**config.mk**
```make
export PLATFORM = sky130hd
export DESIGN_NAME = uart_line_packer
export DESIGN_NICKNAME = d
export VERILOG_FILES = /design/src/rtl/uart_line_packer.sv
export SDC_FILE = /design/constraint.sdc
export NUM_CORES = 1
export LEC_CHECK = 0
export ABC_CLOCK_PERIOD_IN_PS = 2400
export CAP_MARGIN = 5
export CORE_MARGIN = 1.5
export CORE_UTILIZATION = 65
export CTS_BUF_LIST = sky130_fd_sc_hd__clkbuf_4 sky130_fd_sc_hd__clkbuf_8
export CTS_CLUSTER_DIAMETER = 80
export DETAILED_ROUTE_END_ITERATION = 16
export DONT_BUFFER_PORTS = 1
export GPL_ROUTABILITY_DRIVEN = 0
export PLACE_DENSITY = 0.92
export SYNTH_ARGS = -nofsm -noshare
export SYNTH_HDL_FRONTEND = slang
export SYNTH_SLANG_ARGS = --single-unit
```
**constraint.sdc**
```tcl
create_clock -name axi_clk -period 2.4 [get_ports axi_clk]
set_input_delay 0.6 -clock axi_clk [delete_from_list [all_inputs] [get_ports axi_clk]]
set_output_delay 0.6 -clock axi_clk [all_outputs]
set_load 0.05 [all_outputs]
```
**src/rtl/uart_line_packer.sv**
```systemverilog
// Packs bytes popped from the async byte FIFO into words and a LINE_WORDS-word line,
// then offers the line with valid/ready. Idle partial lines are flushed after TIMEOUT cycles.
module uart_line_packer #(
    parameter int WORD_BYTES = 4,
    parameter int LINE_WORDS = 8,
    parameter int MSB_FIRST  = 0,
    parameter int TIMEOUT    = 1024,
    parameter int CNT_W      = 11,
    localparam int LINE_BYTES = WORD_BYTES * LINE_WORDS,
    localparam int LINE_W     = 8 * LINE_BYTES,
    localparam int BCNT_W     = $clog2(LINE_BYTES + 1)
) (
    input  logic                    axi_clk,
    input  logic                    i_rstn,
    input  logic                    fifo_empty,
    output logic                    read_en,
    input  logic [7:0]              i_data,
    output logic [LINE_W-1:0]       o_line,
    output logic [LINE_BYTES-1:0]   o_line_mask,
    output logic                    o_line_valid,
    input  logic                    i_line_ready,
    output logic [8*WORD_BYTES-1:0] o_word,
    output logic                    o_word_valid,
    output logic [BCNT_W-1:0]       o_byte_cnt,
    output logic                    o_line_done
);
    typedef enum logic [1:0] {IDLE, REQ, CAP, OUT} state_e;

    localparam logic [CNT_W-1:0] TMO_LAST = CNT_W'((TIMEOUT > 0) ? TIMEOUT - 1 : 0);

    state_e                     state_q;
    logic [LINE_BYTES-1:0][7:0] line_q, line_d;
    logic [LINE_BYTES-1:0]      mask_q, mask_d;
    logic [WORD_BYTES-1:0][7:0] wsr_q, wsr_d, word_q;
    logic [BCNT_W-1:0]          cnt_q;
    logic [CNT_W-1:0]           tmo_q;
    logic                       read_en_q, line_vld_q, word_vld_q, done_q;
    logic                       word_end, line_end;
    int                         slot;

    // The mask bit tracks the physical byte position, so it mirrors with MSB_FIRST.
    always_comb begin
        slot   = (MSB_FIRST != 0) ? LINE_BYTES - 1 - int'(cnt_q) : int'(cnt_q);
        line_d = line_q;
        mask_d = mask_q;
        for (int b = 0; b < LINE_BYTES; b++) begin
            if (b == slot) begin
                line_d[b] = i_data;
                mask_d[b] = 1'b1;
            end
        end
        wsr_d = wsr_q;
        if (MSB_FIRST != 0) begin
            wsr_d[0] = i_data;
            for (int j = 1; j < WORD_BYTES; j++) wsr_d[j] = wsr_q[j-1];
        end else begin
            for (int j = 0; j < WORD_BYTES - 1; j++) wsr_d[j] = wsr_q[j+1];
            wsr_d[WORD_BYTES-1] = i_data;
        end
        word_end = ((int'(cnt_q) + 1) % WORD_BYTES) == 0;
        line_end = (int'(cnt_q) + 1) == LINE_BYTES;
    end

    always_ff @(posedge axi_clk or negedge i_rstn) begin
        if (!i_rstn) begin
            state_q    <= IDLE;
            line_q     <= '0;
            mask_q     <= '0;
            wsr_q      <= '0;
            word_q     <= '0;
            cnt_q      <= '0;
            tmo_q      <= '0;
            read_en_q  <= 1'b0;
            line_vld_q <= 1'b0;
            word_vld_q <= 1'b0;
            done_q     <= 1'b0;
        end else begin
            read_en_q  <= 1'b0;
            word_vld_q <= 1'b0;
            done_q     <= 1'b0;
            case (state_q)
                IDLE: begin
                    // A pending byte beats a flush that would fire in the same cycle.
                    if (!fifo_empty) begin
                        state_q   <= REQ;
                        read_en_q <= 1'b1;
                        tmo_q     <= '0;
                    end else if (TIMEOUT != 0 && cnt_q != '0) begin
                        if (tmo_q == TMO_LAST) begin
                            state_q    <= OUT;
                            line_vld_q <= 1'b1;
                            tmo_q      <= '0;
                        end else begin
                            tmo_q <= tmo_q + 1'b1;
                        end
                    end
                end
                REQ: state_q <= CAP;
                CAP: begin
                    line_q <= line_d;
                    mask_q <= mask_d;
                    wsr_q  <= wsr_d;
                    cnt_q  <= cnt_q + 1'b1;
                    if (word_end) begin
                        word_q     <= wsr_d;
                        word_vld_q <= 1'b1;
                    end
                    if (line_end) begin
                        state_q    <= OUT;
                        line_vld_q <= 1'b1;
                    end else if (!fifo_empty) begin
                        state_q   <= REQ;
                        read_en_q <= 1'b1;
                    end else begin
                        state_q <= IDLE;
                    end
                end
                OUT: begin
                    if (i_line_ready) begin
                        state_q    <= IDLE;
                        line_vld_q <= 1'b0;
                        done_q     <= 1'b1;
                        line_q     <= '0;
                        mask_q     <= '0;
                        cnt_q      <= '0;
                    end
                end
                default: state_q <= IDLE;
            endcase
        end
    end

    assign read_en      = read_en_q;
    assign o_line       = line_q;
    assign o_line_mask  = mask_q;
    assign o_line_valid = line_vld_q;
    assign o_word       = word_q;
    assign o_word_valid = word_vld_q;
    assign o_byte_cnt   = cnt_q;
    assign o_line_done  = done_q;
endmodule

```
# After elaboration in Yosys (flattened, before gate mapping)
# Cells that the tools add are included.
dict set report word_totals {
  register_bits 367
  in_bits 12
  output_inout_bits 330
  elab_cells 295
}
dict set report classes {
  addsub 3
  eq_ne 76
  muxes 93
  bitwise 1
  n_reduce_logical 44
}
# op count
set ops {}
lappend ops {{one-hot mux 256 bit (2 select lines)} 1}
lappend ops {{two-way mux 256 bit} 1}
lappend ops {{two-way mux 8 bit} 32}
lappend ops {{AND reduction 3 bit} 33}
lappend ops {{equality test 6 bit, first input constant} 16}
lappend ops {{inequality test 2 bit, second input constant} 37}
lappend ops {{one-hot mux 32 bit (2 select lines)} 1}
lappend ops {{equality test 5 x 6 -> 1 bit, first input constant} 8}
lappend ops {{two-way mux 1 bit} 44}
lappend ops {{two-way mux 11 bit} 3}
lappend ops {{zero test 32 bit} 1}
lappend ops {{two-way mux 32 bit} 1}
lappend ops {{equality test 4 x 6 -> 1 bit, first input constant} 4}
lappend ops {{equality test 3 x 6 -> 1 bit, first input constant} 2}
lappend ops {{one-hot mux 6 bit (2 select lines)} 1}
lappend ops {{adder 11 x 1 -> 11 bit, second input constant} 1}
lappend ops {{equality test 11 x 10 -> 1 bit, second input constant} 1}
lappend ops {{two-way mux 2 bit} 5}
lappend ops {{one-hot mux 2 bit (4 select lines)} 1}
lappend ops {{adder 6 x 1 -> 7 bit, second input constant} 1}
lappend ops {{equality test 7 x 6 -> 1 bit, second input constant} 1}
lappend ops {{adder 6 x 1 -> 6 bit, second input constant} 1}
lappend ops {{equality test 2 x 6 -> 1 bit, first input constant} 1}
lappend ops {{zero test 6 bit} 1}
lappend ops {{15 further kinds} 19}

# Longest topological paths before layout
# Gate-level depths: netlist (run 1).
dict set report depth {
  ltp_word 6
  depth_mapped 9
  depth_no_buf 6
}

# Worst setup path after synthesis (run 1)
# No wires, ideal clock.
dict set report synth_path {
  kind {reg-to-reg}
  start {register cnt_q[1], in the netlist o_byte_cnt[1]}
  end {register line_q (netlist bit o_line[158])}
  setup_time_ps 125
  t_arrival_ps 2268
  t_required_ps 2275
  slack_ps 7
  path_stages_with_launch 7
  path_buffers 1
  period_less_slack_ps 2393
  cell_sequence {dfrtp_1 > ha_1 > clkbuf_1 > or3b_2 > o21ai_1 > nand2_1 > mux2_2}
}
dict set report synth_via {
  elab_chain_len 3
}
# element line
set synth_rtl {}
lappend synth_rtl {{start, declared} 35} ;# logic [BCNT_W-1:0] cnt_q;
lappend synth_rtl {{start signal, assigned} 103} ;# cnt_q <= cnt_q + 1'b1;
lappend synth_rtl {{equality test 6 bit} 47} ;# if (b == slot) begin
lappend synth_rtl {{inequality test 2 bit (no line)} n/a}
lappend synth_rtl {{AND reduction 3 bit (no line)} n/a}
lappend synth_rtl {{end signal, assigned} 100} ;# line_q <= line_d;
lappend synth_rtl {{end, declared} 32} ;# logic [LINE_BYTES-1:0][7:0] line_q, line_d;
# No other way between the ends.
# A chain may end at the register's enable or synchronous reset.

# Worst setup path in the final report (run 1)
dict set report layout_path {
  start {register state_q[0]}
  end {register line_q (netlist bit o_line[100])}
}
dict set report layout_via {
  elab_chain_len 3
  elab_cells_between_ends 7
  cone_classes {eq/ne (4); mux (1); reduce/logical (2)}
}
# element line
set layout_rtl {}
lappend layout_rtl {{start, declared} 31} ;# state_e state_q;
lappend layout_rtl {{start signal, assigned} 66} ;# state_q <= IDLE;
lappend layout_rtl {{start signal, assigned} 85} ;# state_q <= REQ;
lappend layout_rtl {{start signal, assigned} 90} ;# state_q <= OUT;
lappend layout_rtl {{equality test 2 bit} 81} ;# case (state_q)
lappend layout_rtl {{inequality test 2 bit (no line) or nonzero test 2 bit (tied branches)} n/a}
lappend layout_rtl {{AND reduction 3 bit (no line)} n/a}
# Parallel ways exist; a longest one is shown, timed or not.

==> results of run 1 <==
worst max-delay path: cells and delay by family, from the launching register on:
| kind | cells | cell delay, ns |
|---|---|---|
| flip-flops | 1 | 0.56 |
| AO/OA/AOI/OAI | 1 | 0.14 |
| AND/OR/NAND/NOR | 3 | 1.44 |
stage by stage:
| stage | cells | utilization (%) | power, mW | setup WS, ns |
|---|---|---|---|---|
| floorplan | 1224 | - | 14.0 | 0.00703 |
| global placement | 1458 | 67.5 | 15.1 | 0.0993 |
| detailed placement | 1458 | 67.5 | 15.4 | 0.0270 |
| CTS | 1555 | 73.1 | 20.9 | 0.00739 |
| global route | 1555 | 73.1 | 21.7 | -0.141 |
| finish | 1555 | 73.1 | 20.9 | 0.134 |
report_power, final:
part           total, mW  switching (mW)  internal, mW
Combinational       3.69            2.38          1.32
Clock               5.56            2.34          3.22
Sequential          11.7            4.33          7.32
Total               20.9            9.04          11.9
cell usage after synthesis, types with 2 or more instances:
cell       number
a21o_1         13
or3b_2          2
a41oi_1         2
o21ai_4         2
or2_1           4
nor3_1          3
buf_1           6
nand4_1         4
nor2b_1         3
and3_1          5
nand2b_1        4
a2111oi_0       2
nand3b_1        8
clkbuf_1       64
nor2_1         14
nand2_1       165
nand3_2         5
nor2_2          9
buf_2          12
buf_6           8
o211ai_1        3
mux2_2         62
o21ai_1        12
dfrtp_1       367
a21oi_1        10
a22o_1         91
inv_1           8
o31ai_1         3
nand3_1       132
a32o_1          2
or2_2           2
mux2i_1         2
o2111a_1        2
and2_1          9
ha_1            5
and2_0          3
buf_8           2
a31oi_1         5
o21ai_2        26
o21a_1          2
o21ai_0       126
state kept, by name, summed over array words and instances (netlist names):
name          count
o_word_valid      1
o_line          256
o_line_valid      1
read_en           1
o_byte_cnt        6
o_line_done       1
state_q           2
o_line_mask      32
wsr_d            24
o_word           32
tmo_q            11
routing by layer:
| metal | vias up | share of wire (%) |
|---|---|---|
| li1 | 4350 | - |
| met1 | 5148 | 37 |
| met2 | 651 | 48 |
| met3 | 128 | 11 |
| met4 | 0 | 5.1 |
| met5 | - | 0 |
final timing paths:
kind | end | depth (start not counted)
setup reg to reg | o_line[100]$_DFFE_PN0P_ | 4
hold / removal | o_line[116]$_DFFE_PN0P_ | 0
max in group asynchronous | tmo_q[4]$_DFFE_PN0P_ | 0
min in group axi_clk | o_line[7]$_DFFE_PN0P_ | 2
hold reg to reg | wsr_d[3]$_DFFE_PN0P_ | 2
setup / recovery | o_line[100]$_DFFE_PN0P_ | 4
cells by family (layout without fill, tap and decap cells):
kind of cell	Yosys count	count (layout)	share of synthesized area, %
compound gates	309	309	14.8
fa+ha+maj	5	5	0.435
buf+inv	101	152	3.34
flops	367	367	63.8
mux	64	64	4.99
simple gates	378	378	12.6
area by class of cell:
cell class | count | share of cell area [%]
Clock buffer | 88 | 6.90
Clock inverter | 9 | 0.818
Timing Repair Buffer | 47 | 2.30
Inverter | 8 | 0.189
Tap cell | 280 | 2.20
Multi-Input combinational cell | 756 | 29.9
Sequential cell | 367 | 57.7
timing repair:
| item | CTS | global route |
|---|---|---|
| endpoints found under the hold margin | 367 | 367 |
| gates resized for setup | 0 | 3 |
| setup endpoints to repair | 0 | 58 |
==> impl_metrics.ini, run 1 <==
[critical_path]
worstSetupEndpointType = flip-flop
crit_arrival_ns = 2.69
worstSetupStartpointType = flip-flop
r2r_start = state_q[0]$_DFFE_PN0P_
cp_common_cell = nand3_1
r2r_slack_ns = 0.13
critPathKind = reg2reg
critPathSlowestCell = nor4b_4
crit_chain = nor4b_4 -> nand3_1 -> nand3_1 -> o21ai_0
worstSetupStartpoint = state_q[0]$_DFFE_PN0P_
required_ns = 2.83
cp_max_fo = 17
cpPeakStageDelay_ns = 0.61

[placement]
placed_area_sq_um = 14700
port_buffers = 0
dp_hpwl_microns = 25600

[global_route]
grt_max_degree = 368
overflow = 0
met2_usage_pct = 54.4
grt_util_met3_pct = 11.6
busiest_layer = met2
grt_pass1_vias = 10400
grtUsageTotal_pct = 34.4
antenna_found_initial = 0
grt_pass1_wl_microns = 61200
gr-usage-met1_pct = 42.3

[clocking]
clockRootBuffer = clkbuf_8
cts_made_buffers = 54
clock-sinks = 367
post_cts_buffers = 0
tritoncts = yes
clkLatencyLatePin_ns = 0.58
cts.htree.levels = 2
clk_pin_slew_ns = 0.06
clockBufferDepth = 3

[timing]
slew_viol_final = 0
setup_viol = 0
min_period_ns = 2.27
layout_worst_path_cycle_share_pct = 94.4
holdWs_ns = -0.289
tns_ns = 0
hold_viol = 367
max_freq_mhz = 441
worst_pin_slew_ns = 0.935
relSlewSlack_pct = 37.6
clock_skew_ns = 0.0242
rsz0062_at_grt = yes

[floorplanning]
start_util_pct = 66.2
die_y_microns = 152
num_rows = 54
core-area_sq_um = 21800
die_width_microns = 152
die_area_sq_um = 23000
ios = 342

[cells_and_area]
layout_commonest_cell = dfrtp_1
register_area_sq_um = 9180
fillCellCount = 1382
final_area_sq_um = 15900
final_cell_mix = 367 x dfrtp_1, 165 x nand2_1, 131 x nand3_1
fin_nets = 1251
drive_gt1_share_pct = 20.3
antenna_cells = 0
multiInputGateArea_sq_um = 4750
syn_to_final_growth_pct = 10.5

[status]
run_status = finished with violations
violations = hold timing

[yosys]
synth_area_sq_um = 14400
synth_top_area_cell = dfrtp_1
synth_edf_count = 0
synth_top_area_share_pct = 63.8
synthCells = 1224
syn_area_per_cell_sq_um = 11.8
synth_top_flop_cell = dfrtp_1
ys_seq_area_share_pct = 63.8
ys_warn_count = 0
ys_ff_latch = 367
synthesis.nets = 1241
yosys-top-cells-area = dfrtp_1 64%, a22o_1 5.5%, mux2_2 4.9%
synth-async-reset-ratio_pct = 100
yosys.cell_types.count = 56

[job]
maxCapViolations = 0

[routing]
wl_microns = 39700
drc = 0
drt_iter0_drc = 927
post_drt_wl_per_cell_microns = 25.6
drtAntennaViolNets = 0
drt_pass1_iterations = 6
post_drt_via_cell_ratio = 6.61
vias = 10300

[pwr]
power_density_nw_per_um2 = 1310
ir_drop_mv = 0.794
leakagePower_nw = 7.70

[worst_hold_path]
hold_class = in2async
(Power assumes the default switching activity.)
==> run 2: changes to the inputs <==
- CTS_CLUSTER_DIAMETER: 80 -> 50
- CTS_CLUSTER_SIZE: default -> 24
==> run 2 against run 1 <==
The flow still finishes with violations (hold timing). Clock skew grew 0.012 ns. Highest routed layer unchanged. Global-route usage fell by 1.1 points. Combinational power barely moved. Flip-flop and latch count is the same. Register-to-register slack worse by 0.02 ns. Routed wire length shrank 2.7%.
==> impl_metrics.ini, run 2 (same netlist as run 1, synthesis figures left out) <==
[floorplanning]
die_area_sq_um = 23000
num_rows = 54
die_y_microns = 152
core-area_sq_um = 21800
die_width_microns = 152
start_util_pct = 66.2
ios = 342

[timing]
setup_viol = 0
layout_worst_path_cycle_share_pct = 95.1
tns_ns = 0
relSlewSlack_pct = 38.0
clock_skew_ns = 0.0359
worst_pin_slew_ns = 0.931
max_freq_mhz = 438
holdWs_ns = -0.349
min_period_ns = 2.28
rsz0062_at_grt = yes
hold_viol = 367
slew_viol_final = 0

[pwr]
pwr-share-seq_pct = 59.2
power.total_mw = 19.7
power_frac_comb_pct = 18.7
power_density_nw_per_um2 = 1270
power_frac_clock_pct = 22.1
p_int_mw = 10.5
leakagePower_nw = 7.46
ir_drop_mv = 0.829
switchingPower_mw = 9.18
p_sw_share_pct = 46.7

[clocking]
cts.htree.levels = 1
tritoncts = yes
cts_made_buffers = 31
clockRootBuffer = clkbuf_8
clock-sinks = 367
clockBufferDepth = 3
clk_pin_slew_ns = 0.11
clkLatencyLatePin_ns = 0.63
post_cts_buffers = 0

[worst_hold_path]
hold_class = in2async

[routing]
post_drt_via_cell_ratio = 6.65
drt_pass1_iterations = 5
post_drt_wl_per_cell_microns = 25.5
drc = 0
drtAntennaViolNets = 0
drt_iter0_drc = 930
wl_microns = 38700
vias = 10100

[critical_path]
critPathKind = reg2reg
crit_arrival_ns = 2.77
worstSetupEndpointType = flip-flop
cp_max_fo = 17
worstSetupStartpointType = flip-flop
required_ns = 2.89
r2r_slack_ns = 0.12

[cells_and_area]
largest_reg_flops = 256
layout_commonest_cell = dfrtp_1
fin_nets = 1228
drive_gt1_share_pct = 17.9
antenna_cells = 0
final_cell_mix = 367 x dfrtp_1, 165 x nand2_1, 130 x nand3_1
syn_to_final_growth_pct = 7.74

[global_route]
antenna_found_initial = 0
overflow = 0
busiest_layer = met2
grt_pass1_vias = 10000
gr-usage-met1_pct = 42.3
met2_usage_pct = 52.7
grt_max_degree = 368
grt_pass1_wl_microns = 59500
grtUsageTotal_pct = 33.2
grt_util_met3_pct = 10.7

[job]
maxCapViolations = 0

[placement]
port_buffers = 0
dp_hpwl_microns = 25600

[status]
violations = hold timing
run_status = finished with violations
## run 2: worst max-delay path: stages, from the launching register on
cell and delay (ns):
dfrtp_1 0.58, nor4b_4 0.64, nand3_1 0.56, nand3_1 0.26, o21ai_0 0.11
## run 2: metal layers
| metal | wire length, microns | part of all wire (%) |
|---|---|---|
| met1 | 14500 | 37 |
| met2 | 18200 | 47 |
| met3 | 4230 | 11 |
| met4 | 1790 | 4.6 |
| met5 | 0 | 0 |
## run 2: through the flow
stage | instance area, sq um | util, % | setup slack (ns) | instances | hold WS (ns)
2_1_floorplan | 14400 | - | 0.00703 | 1224 | 0.304
3_3_place_gp | 14700 | 67.5 | 0.0993 | 1458 | 0.311
3_5_place_dp | 14700 | 67.5 | 0.0270 | 1458 | 0.310
4_1_cts | 15500 | 71.2 | 0.0295 | 1516 | -0.369
5_1_grt | 15500 | 71.3 | -0.141 | 1516 | -0.381
6_report | 15500 | 71.3 | 0.118 | 1516 | -0.349
## run 2: power by group through the flow
stage / Sequential, mW / Clock (mW) / Combinational, mW
after global routing: 11.8 / 4.60 / 4.01
after floorplan: 11.4 / 0 / 2.55
after global placement: 11.7 / 0 / 3.47
after detailed placement: 11.7 / 0 / 3.64
final: 11.6 / 4.35 / 3.68
after CTS: 11.6 / 4.38 / 3.65
## run 2: final cells by class
class,count,area (sq um)
Sequential cell,367,9180
Fill cell,1469,6250
Clock buffer,33,454
Inverter,8,30.0
Clock inverter,25,367
Multi-Input combinational cell,756,4760
Timing Repair Buffer,47,365
Tap cell,280,350
## run 2: what timing repair did
item                                    in CTS  in global routing
endpoints found under the setup margin       0                 51
gates resized for setup                      0                  4
endpoints found under the hold margin      367                367
## run 2: path summary, 6_finish.rpt
check | startpoint | endpoint | cells past startpoint
min reg2reg | wsr_d[18]$_DFFE_PN0P_ | wsr_d[10]$_DFFE_PN0P_ | 2
min in group axi_clk | i_data[1] | wsr_d[17]$_DFFE_PN0P_ | 2
min | i_rstn | o_line[116]$_DFFE_PN0P_ | 0
max in group asynchronous | i_rstn | o_byte_cnt[5]$_DFFE_PN0P_ | 0
max | state_q[0]$_DFFE_PN0P_ | o_line[115]$_DFFE_PN0P_ | 4
max reg2reg | state_q[0]$_DFFE_PN0P_ | o_line[115]$_DFFE_PN0P_ | 4
==> run 3: changes to the inputs <==
- SLEW_MARGIN: default -> 20
==> results of run 3 <==
The final DEF is identical to that of run 2; final timing and power are the same.
